`src/rtl/execute_stage_mc_if.sv`:
```
// Handshake and data bundle between the ID/EX register, the execute stage
// and the memory stage. The master drives instructions in and consumes the
// EX/MEM result; the slave is the execute stage itself.
interface execute_stage_mc_if #(
  parameter int DATA_W = 16,
  parameter int PC_W   = 32,
  parameter int RA_W   = 3,
  parameter int SB_W   = 8
);
  // Instruction side
  logic              in_valid;
  logic              in_ready;
  logic [3:0]        alu_op;
  logic [3:0]        shamt;
  logic [DATA_W-1:0] src1;
  logic [DATA_W-1:0] src2;
  logic [1:0]        fwd_sel1;
  logic [1:0]        fwd_sel2;
  logic [DATA_W-1:0] ex_mem_data;
  logic [DATA_W-1:0] mem_wb_data;
  logic              flag_en;
  logic [2:0]        jump_sel;
  logic [PC_W-1:0]   pc_in;
  logic [RA_W-1:0]   wr_addr_in;
  logic [SB_W-1:0]   sb_in;

  // Pipeline control
  logic              flush;
  logic              flag_restore;
  logic [2:0]        flags_in;

  // Result side
  logic              out_valid;
  logic              out_ready;
  logic [DATA_W-1:0] result_out;
  logic [2:0]        flags_out;
  logic              branch_taken;
  logic [PC_W-1:0]   branch_target;
  logic [PC_W-1:0]   pc_out;
  logic [RA_W-1:0]   wr_addr_out;
  logic [SB_W-1:0]   sb_out;

  modport master (
    output in_valid, alu_op, shamt, src1, src2, fwd_sel1, fwd_sel2,
           ex_mem_data, mem_wb_data, flag_en, jump_sel, pc_in, wr_addr_in,
           sb_in, flush, flag_restore, flags_in, out_ready,
    input  in_ready, out_valid, result_out, flags_out, branch_taken,
           branch_target, pc_out, wr_addr_out, sb_out
  );

  modport slave (
    input  in_valid, alu_op, shamt, src1, src2, fwd_sel1, fwd_sel2,
           ex_mem_data, mem_wb_data, flag_en, jump_sel, pc_in, wr_addr_in,
           sb_in, flush, flag_restore, flags_in, out_ready,
    output in_ready, out_valid, result_out, flags_out, branch_taken,
           branch_target, pc_out, wr_addr_out, sb_out
  );
endinterface

```
`src/rtl/execute_stage_mc.sv`:
```
// Multi-cycle execute stage: operand forwarding, single-cycle ALU, iterative
// shift-add multiplier, CNZ flag register, branch evaluation and a
// valid/ready EX/MEM output register with stall and flush support.
module execute_stage_mc #(
  parameter int DATA_W = 16,
  parameter int PC_W   = 32,
  parameter int RA_W   = 3,
  parameter int SB_W   = 8
) (
  input  logic               clk,
  input  logic               reset,
  execute_stage_mc_if.slave  bus
);

  // FSM encoding
  localparam logic [0:0] S_IDLE     = 1'b0;
  localparam logic [0:0] S_MUL_BUSY = 1'b1;

  // ALU operation codes
  localparam logic [3:0] OP_PASS1 = 4'b0000;
  localparam logic [3:0] OP_ADD   = 4'b0001;
  localparam logic [3:0] OP_SUB   = 4'b0010;
  localparam logic [3:0] OP_AND   = 4'b0011;
  localparam logic [3:0] OP_OR    = 4'b0100;
  localparam logic [3:0] OP_NOT   = 4'b0101;
  localparam logic [3:0] OP_SHL   = 4'b0110;
  localparam logic [3:0] OP_SHR   = 4'b0111;
  localparam logic [3:0] OP_MUL   = 4'b1000;
  localparam logic [3:0] OP_INC   = 4'b1001;
  localparam logic [3:0] OP_DEC   = 4'b1010;
  localparam logic [3:0] OP_PASS2 = 4'b1011;

  // Step counter runs 0..DATA_W-1; the last step is merged with the load.
  localparam int             CNT_W    = $clog2(DATA_W);
  localparam logic [CNT_W-1:0] CNT_LAST = CNT_W'(DATA_W - 1);

  // Flag bit positions inside {C,N,Z}
  localparam int FLAG_C = 2;
  localparam int FLAG_N = 1;
  localparam int FLAG_Z = 0;

  // ---------------------------------------------------------------------
  // State
  // ---------------------------------------------------------------------
  logic [0:0]          r_state;
  logic [CNT_W-1:0]    r_cnt;
  logic [2*DATA_W-1:0] r_mcand;
  logic [2*DATA_W-1:0] r_acc;
  logic [DATA_W-1:0]   r_mplier;

  // Instruction context held while the multiplier iterates
  logic                r_m_flag_en;
  logic                r_m_branch;
  logic [PC_W-1:0]     r_m_target;
  logic [PC_W-1:0]     r_m_pc;
  logic [RA_W-1:0]     r_m_wr_addr;
  logic [SB_W-1:0]     r_m_sb;

  // EX/MEM output register and flags
  logic                r_out_valid;
  logic [DATA_W-1:0]   r_result;
  logic [2:0]          r_flags;
  logic                r_branch_taken;
  logic [PC_W-1:0]     r_branch_target;
  logic [PC_W-1:0]     r_pc_out;
  logic [RA_W-1:0]     r_wr_addr_out;
  logic [SB_W-1:0]     r_sb_out;

  // ---------------------------------------------------------------------
  // Combinational datapath
  // ---------------------------------------------------------------------
  logic [DATA_W-1:0]   w_op1;
  logic [DATA_W-1:0]   w_op2;
  logic                w_in_ready;
  logic                w_accept;
  logic                w_is_mul;
  logic                w_branch;
  logic [PC_W-1:0]     w_target;

  logic [DATA_W:0]     w_add;
  logic [DATA_W:0]     w_sub;
  logic [DATA_W:0]     w_inc;
  logic [DATA_W:0]     w_dec;
  logic [DATA_W:0]     w_shl;
  logic [DATA_W:0]     w_shr;
  logic [DATA_W-1:0]   w_alu_res;
  logic                w_alu_c;
  logic                w_alu_upd;

  logic [2*DATA_W-1:0] w_mul_addend;
  logic [2*DATA_W-1:0] w_acc_nxt;
  logic                w_mul_done;

  logic                w_load;
  logic [DATA_W-1:0]   w_ld_res;
  logic                w_ld_c;
  logic                w_ld_upd;
  logic                w_ld_flag_en;
  logic                w_ld_branch;
  logic [PC_W-1:0]     w_ld_target;
  logic [PC_W-1:0]     w_ld_pc;
  logic [RA_W-1:0]     w_ld_wr_addr;
  logic [SB_W-1:0]     w_ld_sb;

  // Forwarding muxes: 01 picks EX/MEM, 10 picks MEM/WB, 00/11 the regfile.
  always_comb begin
    case (bus.fwd_sel1)
      2'b01:   w_op1 = bus.ex_mem_data;
      2'b10:   w_op1 = bus.mem_wb_data;
      default: w_op1 = bus.src1;
    endcase
    case (bus.fwd_sel2)
      2'b01:   w_op2 = bus.ex_mem_data;
      2'b10:   w_op2 = bus.mem_wb_data;
      default: w_op2 = bus.src2;
    endcase
  end

  // Accept only when idle, the output slot is free or draining, and no flush.
  assign w_in_ready = reset && (r_state == S_IDLE)
                    && (!r_out_valid || bus.out_ready) && !bus.flush;
  assign w_accept   = bus.in_valid && w_in_ready;
  assign w_is_mul   = (bus.alu_op == OP_MUL);
  assign w_target   = PC_W'(w_op1);

  // Branch decision uses the flags as they stand before this op updates them.
  always_comb begin
    case (bus.jump_sel)
      3'b001:  w_branch = r_flags[FLAG_Z];
      3'b010:  w_branch = r_flags[FLAG_N];
      3'b011:  w_branch = r_flags[FLAG_C];
      3'b100:  w_branch = 1'b1;
      default: w_branch = 1'b0;
    endcase
  end

  // Extended-width arithmetic exposes carry/borrow/shifted-out bit on top.
  assign w_add = {1'b0, w_op1} + {1'b0, w_op2};
  assign w_sub = {1'b0, w_op1} - {1'b0, w_op2};
  assign w_inc = {1'b0, w_op1} + (DATA_W+1)'(1);
  assign w_dec = {1'b0, w_op1} - (DATA_W+1)'(1);
  assign w_shl = {1'b0, w_op1} << bus.shamt;
  assign w_shr = {w_op1, 1'b0} >> bus.shamt;

  // Single-cycle ALU result, candidate carry and whether flags may change.
  always_comb begin
    // NOTE: every output gets a default first so no path can infer a latch.
    w_alu_res = w_op1;
    w_alu_c   = r_flags[FLAG_C];
    w_alu_upd = 1'b1;
    case (bus.alu_op)
      OP_PASS1: w_alu_res = w_op1;
      OP_ADD:   begin w_alu_res = w_add[DATA_W-1:0]; w_alu_c = w_add[DATA_W]; end
      OP_SUB:   begin w_alu_res = w_sub[DATA_W-1:0]; w_alu_c = w_sub[DATA_W]; end
      OP_AND:   w_alu_res = w_op1 & w_op2;
      OP_OR:    w_alu_res = w_op1 | w_op2;
      OP_NOT:   w_alu_res = ~w_op1;
      OP_SHL: begin
        w_alu_res = w_shl[DATA_W-1:0];
        if (bus.shamt != 4'd0) w_alu_c = w_shl[DATA_W];
      end
      OP_SHR: begin
        w_alu_res = w_shr[DATA_W:1];
        if (bus.shamt != 4'd0) w_alu_c = w_shr[0];
      end
      OP_INC:   begin w_alu_res = w_inc[DATA_W-1:0]; w_alu_c = w_inc[DATA_W]; end
      OP_DEC:   begin w_alu_res = w_dec[DATA_W-1:0]; w_alu_c = w_dec[DATA_W]; end
      OP_PASS2: w_alu_res = w_op2;
      default:  begin w_alu_res = w_op1; w_alu_upd = 1'b0; end
    endcase
  end

  // One shift-add step; on the final step this sum is the full product.
  assign w_mul_addend = r_mplier[0] ? r_mcand : '0;
  assign w_acc_nxt    = r_acc + w_mul_addend;
  assign w_mul_done   = (r_state == S_MUL_BUSY) && (r_cnt == CNT_LAST);

  // A flush kills whatever would have loaded on this edge.
  assign w_load = !bus.flush && ((w_accept && !w_is_mul) || w_mul_done);

  // Select what loads into the output register: finishing MUL or live op.
  always_comb begin
    if (r_state == S_MUL_BUSY) begin
      w_ld_res     = w_acc_nxt[DATA_W-1:0];
      w_ld_c       = |w_acc_nxt[2*DATA_W-1:DATA_W];
      w_ld_upd     = 1'b1;
      w_ld_flag_en = r_m_flag_en;
      w_ld_branch  = r_m_branch;
      w_ld_target  = r_m_target;
      w_ld_pc      = r_m_pc;
      w_ld_wr_addr = r_m_wr_addr;
      w_ld_sb      = r_m_sb;
    end else begin
      w_ld_res     = w_alu_res;
      w_ld_c       = w_alu_c;
      w_ld_upd     = w_alu_upd;
      w_ld_flag_en = bus.flag_en;
      w_ld_branch  = w_branch;
      w_ld_target  = w_target;
      w_ld_pc      = bus.pc_in;
      w_ld_wr_addr = bus.wr_addr_in;
      w_ld_sb      = bus.sb_in;
    end
  end

  // ---------------------------------------------------------------------
  // Sequential logic
  // ---------------------------------------------------------------------

  // Control FSM: IDLE <-> MUL_BUSY with the step counter.
  always_ff @(posedge clk or negedge reset) begin
    if (!reset) begin
      // NOTE: sequential state uses non-blocking assignments so every flop
      // samples pre-edge values regardless of block ordering.
      r_state <= S_IDLE;
      r_cnt   <= '0;
    end else if (bus.flush) begin
      r_state <= S_IDLE;
      r_cnt   <= '0;
    end else begin
      case (r_state)
        S_IDLE: begin
          if (w_accept && w_is_mul) begin
            r_state <= S_MUL_BUSY;
            r_cnt   <= '0;
          end
        end
        S_MUL_BUSY: begin
          if (r_cnt == CNT_LAST) begin
            r_state <= S_IDLE;
            r_cnt   <= '0;
          end else begin
            r_cnt <= r_cnt + CNT_W'(1);
          end
        end
        default: begin
          r_state <= S_IDLE;
          r_cnt   <= '0;
        end
      endcase
    end
  end

  // Multiplier operands, accumulator and the held instruction context.
  always_ff @(posedge clk or negedge reset) begin
    if (!reset) begin
      r_mcand     <= '0;
      r_mplier    <= '0;
      r_acc       <= '0;
      r_m_flag_en <= 1'b0;
      r_m_branch  <= 1'b0;
      r_m_target  <= '0;
      r_m_pc      <= '0;
      r_m_wr_addr <= '0;
      r_m_sb      <= '0;
    end else if (r_state == S_IDLE) begin
      if (w_accept && w_is_mul) begin
        r_mcand     <= {{DATA_W{1'b0}}, w_op1};
        r_mplier    <= w_op2;
        r_acc       <= '0;
        r_m_flag_en <= bus.flag_en;
        r_m_branch  <= w_branch;
        r_m_target  <= w_target;
        r_m_pc      <= bus.pc_in;
        r_m_wr_addr <= bus.wr_addr_in;
        r_m_sb      <= bus.sb_in;
      end
    end else begin
      r_acc    <= w_acc_nxt;
      r_mcand  <= r_mcand << 1;
      r_mplier <= r_mplier >> 1;
    end
  end

  // EX/MEM output register: load beats drain, flush beats both.
  always_ff @(posedge clk or negedge reset) begin
    if (!reset) begin
      r_out_valid     <= 1'b0;
      r_result        <= '0;
      r_branch_taken  <= 1'b0;
      r_branch_target <= '0;
      r_pc_out        <= '0;
      r_wr_addr_out   <= '0;
      r_sb_out        <= '0;
    end else if (bus.flush) begin
      r_out_valid    <= 1'b0;
      r_branch_taken <= 1'b0;
    end else if (w_load) begin
      r_out_valid     <= 1'b1;
      r_result        <= w_ld_res;
      r_branch_taken  <= w_ld_branch;
      r_branch_target <= w_ld_target;
      r_pc_out        <= w_ld_pc;
      r_wr_addr_out   <= w_ld_wr_addr;
      r_sb_out        <= w_ld_sb;
    end else if (r_out_valid && bus.out_ready) begin
      r_out_valid <= 1'b0;
    end
  end

  // Flag register: restore beats flush, flush beats the op's own update.
  always_ff @(posedge clk or negedge reset) begin
    if (!reset) begin
      r_flags <= 3'b000;
    end else if (bus.flag_restore) begin
      r_flags <= bus.flags_in;
    end else if (w_load && w_ld_flag_en && w_ld_upd) begin
      r_flags <= {w_ld_c, w_ld_res[DATA_W-1], (w_ld_res == '0)};
    end
  end

  // ---------------------------------------------------------------------
  // Outputs
  // ---------------------------------------------------------------------
  assign bus.in_ready      = w_in_ready;
  assign bus.out_valid     = r_out_valid;
  assign bus.result_out    = r_result;
  assign bus.flags_out     = r_flags;
  assign bus.branch_taken  = r_branch_taken;
  assign bus.branch_target = r_branch_target;
  assign bus.pc_out        = r_pc_out;
  assign bus.wr_addr_out   = r_wr_addr_out;
  assign bus.sb_out        = r_sb_out;

endmodule

```
`src/flat_wrapper.sv`:
```
// flat-port wrapper written by rule: the top's interface ports become plain ports
module execute_stage_mc_flat 
#(
  parameter int DATA_W = 16,
  parameter int PC_W   = 32,
  parameter int RA_W   = 3,
  parameter int SB_W   = 8
)
  (clk, reset, bus_in_valid, bus_alu_op, bus_shamt, bus_src1, bus_src2, bus_fwd_sel1, bus_fwd_sel2, bus_ex_mem_data, bus_mem_wb_data, bus_flag_en, bus_jump_sel, bus_pc_in, bus_wr_addr_in, bus_sb_in, bus_flush, bus_flag_restore, bus_flags_in, bus_out_ready, bus_in_ready, bus_out_valid, bus_result_out, bus_flags_out, bus_branch_taken, bus_branch_target, bus_pc_out, bus_wr_addr_out, bus_sb_out);
  execute_stage_mc_if #(.DATA_W(DATA_W), .PC_W(PC_W), .RA_W(RA_W), .SB_W(SB_W)) bus_i ();
  input  logic clk;
  input  logic reset;
  input wire logic [$bits(bus_i.in_valid)-1:0] bus_in_valid;
  input wire logic [$bits(bus_i.alu_op)-1:0] bus_alu_op;
  input wire logic [$bits(bus_i.shamt)-1:0] bus_shamt;
  input wire logic [$bits(bus_i.src1)-1:0] bus_src1;
  input wire logic [$bits(bus_i.src2)-1:0] bus_src2;
  input wire logic [$bits(bus_i.fwd_sel1)-1:0] bus_fwd_sel1;
  input wire logic [$bits(bus_i.fwd_sel2)-1:0] bus_fwd_sel2;
  input wire logic [$bits(bus_i.ex_mem_data)-1:0] bus_ex_mem_data;
  input wire logic [$bits(bus_i.mem_wb_data)-1:0] bus_mem_wb_data;
  input wire logic [$bits(bus_i.flag_en)-1:0] bus_flag_en;
  input wire logic [$bits(bus_i.jump_sel)-1:0] bus_jump_sel;
  input wire logic [$bits(bus_i.pc_in)-1:0] bus_pc_in;
  input wire logic [$bits(bus_i.wr_addr_in)-1:0] bus_wr_addr_in;
  input wire logic [$bits(bus_i.sb_in)-1:0] bus_sb_in;
  input wire logic [$bits(bus_i.flush)-1:0] bus_flush;
  input wire logic [$bits(bus_i.flag_restore)-1:0] bus_flag_restore;
  input wire logic [$bits(bus_i.flags_in)-1:0] bus_flags_in;
  input wire logic [$bits(bus_i.out_ready)-1:0] bus_out_ready;
  output wire logic [$bits(bus_i.in_ready)-1:0] bus_in_ready;
  output wire logic [$bits(bus_i.out_valid)-1:0] bus_out_valid;
  output wire logic [$bits(bus_i.result_out)-1:0] bus_result_out;
  output wire logic [$bits(bus_i.flags_out)-1:0] bus_flags_out;
  output wire logic [$bits(bus_i.branch_taken)-1:0] bus_branch_taken;
  output wire logic [$bits(bus_i.branch_target)-1:0] bus_branch_target;
  output wire logic [$bits(bus_i.pc_out)-1:0] bus_pc_out;
  output wire logic [$bits(bus_i.wr_addr_out)-1:0] bus_wr_addr_out;
  output wire logic [$bits(bus_i.sb_out)-1:0] bus_sb_out;
  assign bus_i.in_valid = bus_in_valid;
  assign bus_i.alu_op = bus_alu_op;
  assign bus_i.shamt = bus_shamt;
  assign bus_i.src1 = bus_src1;
  assign bus_i.src2 = bus_src2;
  assign bus_i.fwd_sel1 = bus_fwd_sel1;
  assign bus_i.fwd_sel2 = bus_fwd_sel2;
  assign bus_i.ex_mem_data = bus_ex_mem_data;
  assign bus_i.mem_wb_data = bus_mem_wb_data;
  assign bus_i.flag_en = bus_flag_en;
  assign bus_i.jump_sel = bus_jump_sel;
  assign bus_i.pc_in = bus_pc_in;
  assign bus_i.wr_addr_in = bus_wr_addr_in;
  assign bus_i.sb_in = bus_sb_in;
  assign bus_i.flush = bus_flush;
  assign bus_i.flag_restore = bus_flag_restore;
  assign bus_i.flags_in = bus_flags_in;
  assign bus_i.out_ready = bus_out_ready;
  assign bus_in_ready = bus_i.in_ready;
  assign bus_out_valid = bus_i.out_valid;
  assign bus_result_out = bus_i.result_out;
  assign bus_flags_out = bus_i.flags_out;
  assign bus_branch_taken = bus_i.branch_taken;
  assign bus_branch_target = bus_i.branch_target;
  assign bus_pc_out = bus_i.pc_out;
  assign bus_wr_addr_out = bus_i.wr_addr_out;
  assign bus_sb_out = bus_i.sb_out;
  execute_stage_mc #(.DATA_W(DATA_W), .PC_W(PC_W), .RA_W(RA_W), .SB_W(SB_W)) u_core (.clk(clk), .reset(reset), .bus(bus_i));
endmodule
```
`config.mk`:
```
export PLATFORM = sky130hd
export DESIGN_NAME = execute_stage_mc_flat
export DESIGN_NICKNAME = d
export VERILOG_FILES = /design/src/rtl/execute_stage_mc_if.sv /design/src/rtl/execute_stage_mc.sv /design/src/flat_wrapper.sv
export SDC_FILE = /design/constraint.sdc
export NUM_CORES = 1
export LEC_CHECK = 0
export CORE_MARGIN = 3
export CORE_UTILIZATION = 35
export DETAILED_ROUTE_END_ITERATION = 8
export PLACE_DENSITY = 0.55
export RECOVER_POWER = 50
export REMOVE_ABC_BUFFERS = 1
export SLEW_MARGIN = 20
export SYNTH_ARGS = -nofsm -noshare
export SYNTH_HDL_FRONTEND = slang
export SYNTH_SLANG_ARGS = --single-unit
```
`constraint.sdc`:
```
create_clock -name clk -period 4.1 [get_ports clk]
set_input_delay 0.82 -clock clk [delete_from_list [all_inputs] [get_ports clk]]
set_output_delay 0.82 -clock clk [all_outputs]
set_load 0.02 [all_outputs]
```
# Yosys cells after proc, flatten, opt, wreduce, memory -nomap -nowiden
# Cells that the tools add are included.
[totals]
register_bits = 242
inputBits = 132
output_inout_bits = 97
[classes]
addsub = 6
eq_ne = 23
shifts = 2
muxes = 39
bitwise_logic = 5
reduce_logical = 29
[op_table]
columns = ["op", "count"]
rows = [
  ["32-bit two-way mux", 6],
  ["16-bit case mux with 10 select lines", 1],
  ["16-bit two-way mux", 4],
  ["16-bit case mux with 2 select lines", 2],
  ["32-bit adder", 1],
  ["4-bit equality test, second input constant", 5],
  ["16-bit by 1-bit adder with 17-bit output, second input constant", 1],
  ["16-bit by 16-bit adder with 17-bit output", 1],
  ["16-bit by 4-bit << shifter with 17-bit output", 1],
  ["17-bit by 4-bit >> shifter with 17-bit output", 1],
  ["16-bit by 1-bit subtractor with 17-bit output, second input constant", 1],
  ["16-bit by 16-bit subtractor with 17-bit output", 1],
  ["16-bit bitwise AND", 1],
  ["4-bit by 3-bit equality test with 1-bit output, second input constant", 4],
  ["16-bit logical NOT", 1],
  ["16-bit NOT", 1],
  ["16-bit OR", 1],
  ["16-bit OR reduction", 1],
  ["1-bit two-way mux", 15],
  ["4-bit two-way mux", 3],
  ["1-bit logical AND", 11],
  ["11-bit OR reduction", 1],
  ["3-bit two-way mux", 3],
  ["4-bit by 2-bit equality test with 1-bit output, second input constant", 2],
  ["24 further kinds", 35],
]

# Longest topological paths before layout
[logic_depth]
ltp_word = 12
ltp_mapped = 21

# Worst setup path after synthesis
# No wires, ideal clock.
[synth_timing]
kind = "input to register"
start = "in bus_fwd_sel2[0]"
end = "reg u_core.r_flags[0], in the netlist u_core.bus.flags_out[0]"
arrival_ps = 4861
required_ps = 4024
path_slack_ps = -838
path_stages = 18
n_path_buf = 2
cell_sequence = "inv_1 ha_1 clkbuf_1 inv_1 clkbuf_1 o21ai_0 inv_1 ha_1 fa_1 a21o_1 a221o_1 o41ai_1 nor3_1 a211o_1 o41ai_1 nand2_1 or3_1 o21ai_1"
[synth_via]
elab_chain_len = 8
elab_cells_between_ends = 12
classes_between = "add/sub: 2; eq/ne: 2; mux: 5; bitwise: 2; reduce/logical: 1"
[synth_lines]
columns = ["item", "line", "text"]
rows = [
  ["start, declared", "flat_wrapper.sv:19", "input wire logic [$bits(bus_i.fwd_sel2)-1:0] bus_fwd_sel2;"],
  ["2-bit equality test or 2-bit by 1-bit equality test with 1-bit output (tied branches)", "execute_stage_mc.sv:112", "case (bus.fwd_sel2)"],
  ["16-bit case mux with 2 select lines (*)", "execute_stage_mc.sv:112", ""],
  ["16-bit by 16-bit subtractor with 17-bit output, or another cell as far along", "execute_stage_mc.sv:139", "assign w_sub = {1'b0, w_op1} - {1'b0, w_op2};"],
  ["16-bit case mux with 10 select lines (*)", "execute_stage_mc.sv:151", "case (bus.alu_op)"],
  ["16-bit two-way mux (*)", "execute_stage_mc.sv:183", "if (r_state == S_MUL_BUSY) begin"],
  ["16-bit logical NOT (*)", "execute_stage_mc.sv:308", "r_flags <= {w_ld_c, w_ld_res[DATA_W-1], (w_ld_res == '0)};"],
  ["3-bit two-way mux (*)", "execute_stage_mc.sv:307", "end else if (w_load && w_ld_flag_en && w_ld_upd) begin"],
  ["3-bit two-way mux (*)", "execute_stage_mc.sv:305", "end else if (bus.flag_restore) begin"],
  ["end signal, assigned", "execute_stage_mc.sv:306", "r_flags <= bus.flags_in;"],
  ["end signal, assigned", "execute_stage_mc.sv:308", ""],
  ["end, declared", "execute_stage_mc.sv:62", "logic [2:0] r_flags;"],
]
# Mark *: on every way between the ends. The rest lies on a longest branch, timed or not. The select of a mux whose other input is x is not followed.
# A chain may end at the register's enable or synchronous reset.

# Final worst setup path
[layout_timing]
start = "in bus_fwd_sel1[0]"
end = "reg u_core.r_result[12], in the netlist u_core.bus.result_out[12]"
[layout_via]
elab_chain_len = 5
elab_cells_between_ends = 14
classes_between = "add/sub: 4; eq/ne: 2; shift: 2; mux: 3; bitwise: 3"
[layout_lines]
columns = ["item", "line", "text"]
rows = [
  ["start, declared", "flat_wrapper.sv:18", "input wire logic [$bits(bus_i.fwd_sel1)-1:0] bus_fwd_sel1;"],
  ["2-bit equality test or 2-bit by 1-bit equality test with 1-bit output (tied branches)", "execute_stage_mc.sv:107", "case (bus.fwd_sel1)"],
  ["16-bit case mux with 2 select lines (*)", "execute_stage_mc.sv:107", ""],
  ["net u_core.w_op1[11]", "execute_stage_mc.sv:72", "logic [DATA_W-1:0] w_op1;"],
  ["16-bit by 1-bit subtractor with 17-bit output, or another cell as far along", "execute_stage_mc.sv:141", "assign w_dec = {1'b0, w_op1} - (DATA_W+1)'(1);"],
  ["16-bit case mux with 10 select lines (*)", "execute_stage_mc.sv:151", ""],
  ["16-bit two-way mux (*)", "execute_stage_mc.sv:183", ""],
  ["end signal, assigned", "execute_stage_mc.sv:290", "r_result <= w_ld_res;"],
  ["end, declared", "execute_stage_mc.sv:61", "logic [DATA_W-1:0] r_result;"],
]
# The timed path passes the listed nets; every way through them passes the cells marked *.

==> out/metrics.json <==
{
  "outcome": {"value": "complete, but fails checks"},
  "failed_checks": {"value": "max-capacitance violations, max-slew violations, negative setup slack"},
  "via_count": {"value": 19000},
  "cp_slowest_stage_delay": {"value": 0.42, "unit": "ns"},
  "synthMostInstantiatedCell": {"value": "dfrtp_1"},
  "die_y": {"value": 231, "unit": "µm"},
  "routed_wire_length_per_instance": {"value": 22.7, "unit": "µm"},
  "finalPower": {"value": 9.83, "unit": "mW"},
  "wl_met1": {"value": 33.2, "unit": "mm"},
  "yosys.area.top_type_share": {"value": 0.319},
  "synth.top_cells.by_count": {"value": "dfrtp_1 (226), nor2_1 (206), nand2_1 (172)"},
  "worstPathCellList": {"value": "buf_6 > buf_6 > ha_4 > buf_6 > buf_12 > a22o_4 > mux2i_4 > inv_2 > ha_4 > nor2b_4 > o211ai_1 > o31ai_1 > a211o_2 > nor4_4 > buf_4 > nand3b_1 > o32a_1 > buf_4 > mux2_4"},
  "route.detailed.drc": {"value": 0},
  "timing.max_slew.rel_slack": {"value": -0.632},
  "layout.nets": {"value": 2896},
  "async_reset_ff_frac": {"value": 1.00},
  "critical_path.top_delay_family": {"value": "compound AO/OA/AOI/OAI gates"},
  "report.final.hold_viol_count": {"value": 0},
  "netlist.top_cell.by_area": {"value": "dfrtp_1"},
  "number_of_port_buffers": {"value": 212},
  "crit_required": {"value": 4.51, "unit": "ns"},
  "highest-signal-layer": {"value": "met4"},
  "dr.first_iter.drc_count": {"value": 1792},
  "finalMaxSlewViolations": {"value": 176},
  "synth_enable_flop_cells": {"value": 0},
  "core_area": {"value": 0.0495, "unit": "mm²"},
  "syn2layout_area_growth": {"value": 46.1, "unit": "%"},
  "clock_insertion_delay_worst_skew": {"value": 0.54, "unit": "ns"},
  "grt_setup_unrepaired": {"value": "true"},
  "cellPowerDensity": {"value": 379, "unit": "mW/mm²"},
  "netlist_instances": {"value": 2069},
  "power_leakage": {"value": 11.6, "unit": "nW"},
  "grt_pass1_wl": {"value": 114, "unit": "mm"},
  "finalCritPeriodShare": {"value": 1.01},
  "critical_path.max_fanout": {"value": 7},
  "chipWidth": {"value": 231, "unit": "µm"},
  "max_cap_violations": {"value": 1},
  "grt.overflow.total": {"value": 0},
  "antenna_found_initial": {"value": 0},
  "dpl.hpwl": {"value": 58.9, "unit": "mm"},
  "crit_path_start_kind": {"value": "input port"},
  "postSynthAreaPerCell": {"value": 8.57, "unit": "µm²"},
  "cp_common_cell": {"value": "buf_6"},
  "tightest_slew": {"value": 2.45, "unit": "ns"},
  "placement_rows": {"value": 81},
  "clockBufferDepth": {"value": 3},
  "routed-wl-met2": {"value": 34.8, "unit": "mm"},
  "numCtsBuffers": {"value": 27},
  "clock-sinks": {"value": 226},
  "synth_seq_cells": {"value": 226},
  "htree_num_levels": {"value": 1},
  "hp-class": {"value": "flop to flop"},
  "yosysSeqAreaShare": {"value": 0.319},
  "route.final.wire_length": {"value": 76.0, "unit": "mm"},
  "number_of_global_route_vias_before_repair": {"value": 18700},
  "routed_via_density": {"value": 5.66},
  "fin_skew": {"value": 0.0154, "unit": "ns"},
  "drt.antenna.violating_nets": {"value": 0},
  "drt-pass1-iter-count": {"value": 5},
  "timing.critical_path.arrival": {"value": 4.56, "unit": "ns"},
  "worstPathBufferInverterCount": {"value": 7},
  "post_synth_instance_area": {"value": 0.0177, "unit": "mm²"},
  "grt_start_max_net_pins": {"value": 176},
  "synth_top_flop_cell": {"value": "dfrtp_1"},
  "tritoncts": {"value": "done"},
  "clk_root_buffer_cell": {"value": "clkbuf_16"},
  "synth_warnings": {"value": 0},
  "fin_ws": {"value": -0.0484, "unit": "ns"},
  "clk_pin_slew": {"value": 0.06, "unit": "ns"},
  "start_util": {"value": 0.359},
  "drive_gt1_frac": {"value": 0.302},
  "die-area": {"value": 0.0534, "unit": "mm²"},
  "fmax": {"value": 241, "unit": "MHz"},
  "vdd.ir_drop.worst": {"value": 0.382, "unit": "mV"},
  "end_kind": {"value": "flop"},
  "synth_top_cells_by_area": {"value": "dfrtp_1 (32%), ha_1 (6.6%), a21oi_1 (4.8%), nor2_1 (4.4%), mux2_2 (3.9%)"},
  "globalplace.congestion": {"value": 1.03},
  "yosysUniqueCellTypes": {"value": 86},
  "finalWorstPathRequiredPeriod": {"value": 4.15, "unit": "ns"},
  "grt.total_usage": {"value": 0.275},
  "fin_util": {"value": 0.524},
  "setup.worst_path.class": {"value": "input port to flop"},
  "floorplan.io_pins": {"value": 229},
  "slowest_stage": {"value": "nor4_4"},
  "setup-violations-final": {"value": 2},
  "met3WireLength": {"value": 5.65, "unit": "mm"},
  "diodes": {"value": 0}
}
## power breakdown
part	total (mW)	switching, mW	internal, mW	leakage [nW]
combinational	4.47	2.35	2.12	8.33
clock	2.42	0.954	1.47	0.442
sequential	2.94	0.277	2.66	2.85
total	9.83	3.58	6.25	11.6
## layout by cell type (no fill, tap or decap), types with 11 or more instances in the layout
master / netlist / layout
o22ai_1: 13 / 13
a31oi_1: 21 / 19
a221o_1: 60 / 60
clkdlybuf4s50_1: 0 / 167
ha_4: 0 / 18
a21oi_1: 170 / 158
buf_6: 1 / 21
nor2_1: 206 / 196
and3_1: 15 / 12
conb_1: 1 / 16
inv_1: 67 / 54
a22o_1: 22 / 21
nand4_1: 20 / 20
xor2_1: 13 / 13
nor3_1: 54 / 50
mux4_2: 23 / 23
o21ai_1: 2 / 18
a221oi_1: 26 / 16
o21ai_0: 121 / 99
inv_2: 6 / 17
a21oi_2: 0 / 11
clkbuf_16: 0 / 27
xnor2_1: 25 / 25
mux2i_1: 56 / 54
dfrtp_1: 226 / 224
a21o_1: 54 / 54
and2_1: 39 / 35
nor4_1: 18 / 14
nand3_1: 47 / 47
nand2_1: 172 / 168
o221ai_1: 16 / 12
nor2b_1: 23 / 19
dlygate4sd3_1: 0 / 35
buf_4: 16 / 473
mux2_2: 61 / 59
nand2b_1: 17 / 16
ha_1: 94 / 69
or3_1: 14 / 13
## final timing paths
kind	start	endpoint	depth (start not counted)	slack, ns
min in group asynchronous	reset	u_core.r_cnt[2]$_DFFE_PN0P_	2	0.54
hold reg to reg	u_core.r_m_target[7]$_DFFE_PN0P_	u_core.r_m_target[7]$_DFFE_PN0P_	1	0.48
max in group asynchronous	reset	u_core.r_mcand[15]$_DFFE_PN0P_	3	0.61
hold / removal	u_core.r_m_target[7]$_DFFE_PN0P_	u_core.r_m_target[7]$_DFFE_PN0P_	1	0.48
setup / recovery	bus_fwd_sel1[0]	u_core.bus.result_out[12]$_DFFE_PN0P_	19	-0.05
setup reg to reg	u_core.r_mplier[0]$_DFFE_PN0P_	u_core.bus.flags_out[2]$_DFFE_PN0P_	13	0.15
## final cells by class
cell class,instances,area (µm²)
Sequential cell,226,5660
Tap cell,664,831
Clock buffer,36,749
Inverter,75,290
Fill cell,4725,23600
Multi-Input combinational cell,1618,12100
Clock inverter,13,149
Timing Repair Buffer,719,6130
## registers in the layout, summed over array words and instances (netlist names), 8 cells and up
register / flops
u_core.r_m_sb: 8
u_core.r_m_pc: 32
u_core.bus.pc_out: 32
u_core.r_mplier: 16
u_core.r_mcand: 32
u_core.bus.result_out: 16
u_core.r_acc: 32
u_core.r_m_target: 16
u_core.bus.sb_out: 8
u_core.bus.branch_target: 16
## repair_timing
item	4_1_cts	5_1_grt
hold buffers	0	0
buffers inserted	21	28
setup endpoints to repair	17	11
gates resized for setup	133	119
pin swaps	49	59
gates cloned	0	0
## layer usage
metal  GRT usage  vias up
met2       0.443      656
met1       0.370     9333
met3      0.0628      129
li1            -     8859
met5           0        -
met4      0.0784        0
## metrics by stage
| stage | setup WS, ns | cell area, µm² | hold slack, ns | setup TNS, ns | instances |
|---|---|---|---|---|---|
| after floorplan | -6.40 | 17100 | 0.450 | -987.42 | 1919 |
| after global placement | -1.59 | 23700 | 0.461 | -18.24 | 3257 |
| after detailed placement | -1.61 | 23700 | 0.469 | -19.23 | 3257 |
| after CTS | -0.0257 | 25300 | 0.444 | -0.0257 | 3326 |
| after global routing | -0.132 | 25900 | 0.494 | -0.387 | 3351 |
| final | -0.0484 | 25900 | 0.480 | -0.0936 | 3351 |
## logic make-up after synthesis
group,Yosys count,share of synthesized area
compound gates,654,0.254
flops,226,0.319
xor+xnor,38,0.0188
simple gates,673,0.183
fa+ha+maj,97,0.0697
mux,140,0.0996
buf+inv,240,0.0551
other cells,1,0.000211
Note: power is estimated with default switching activity, not from simulation.
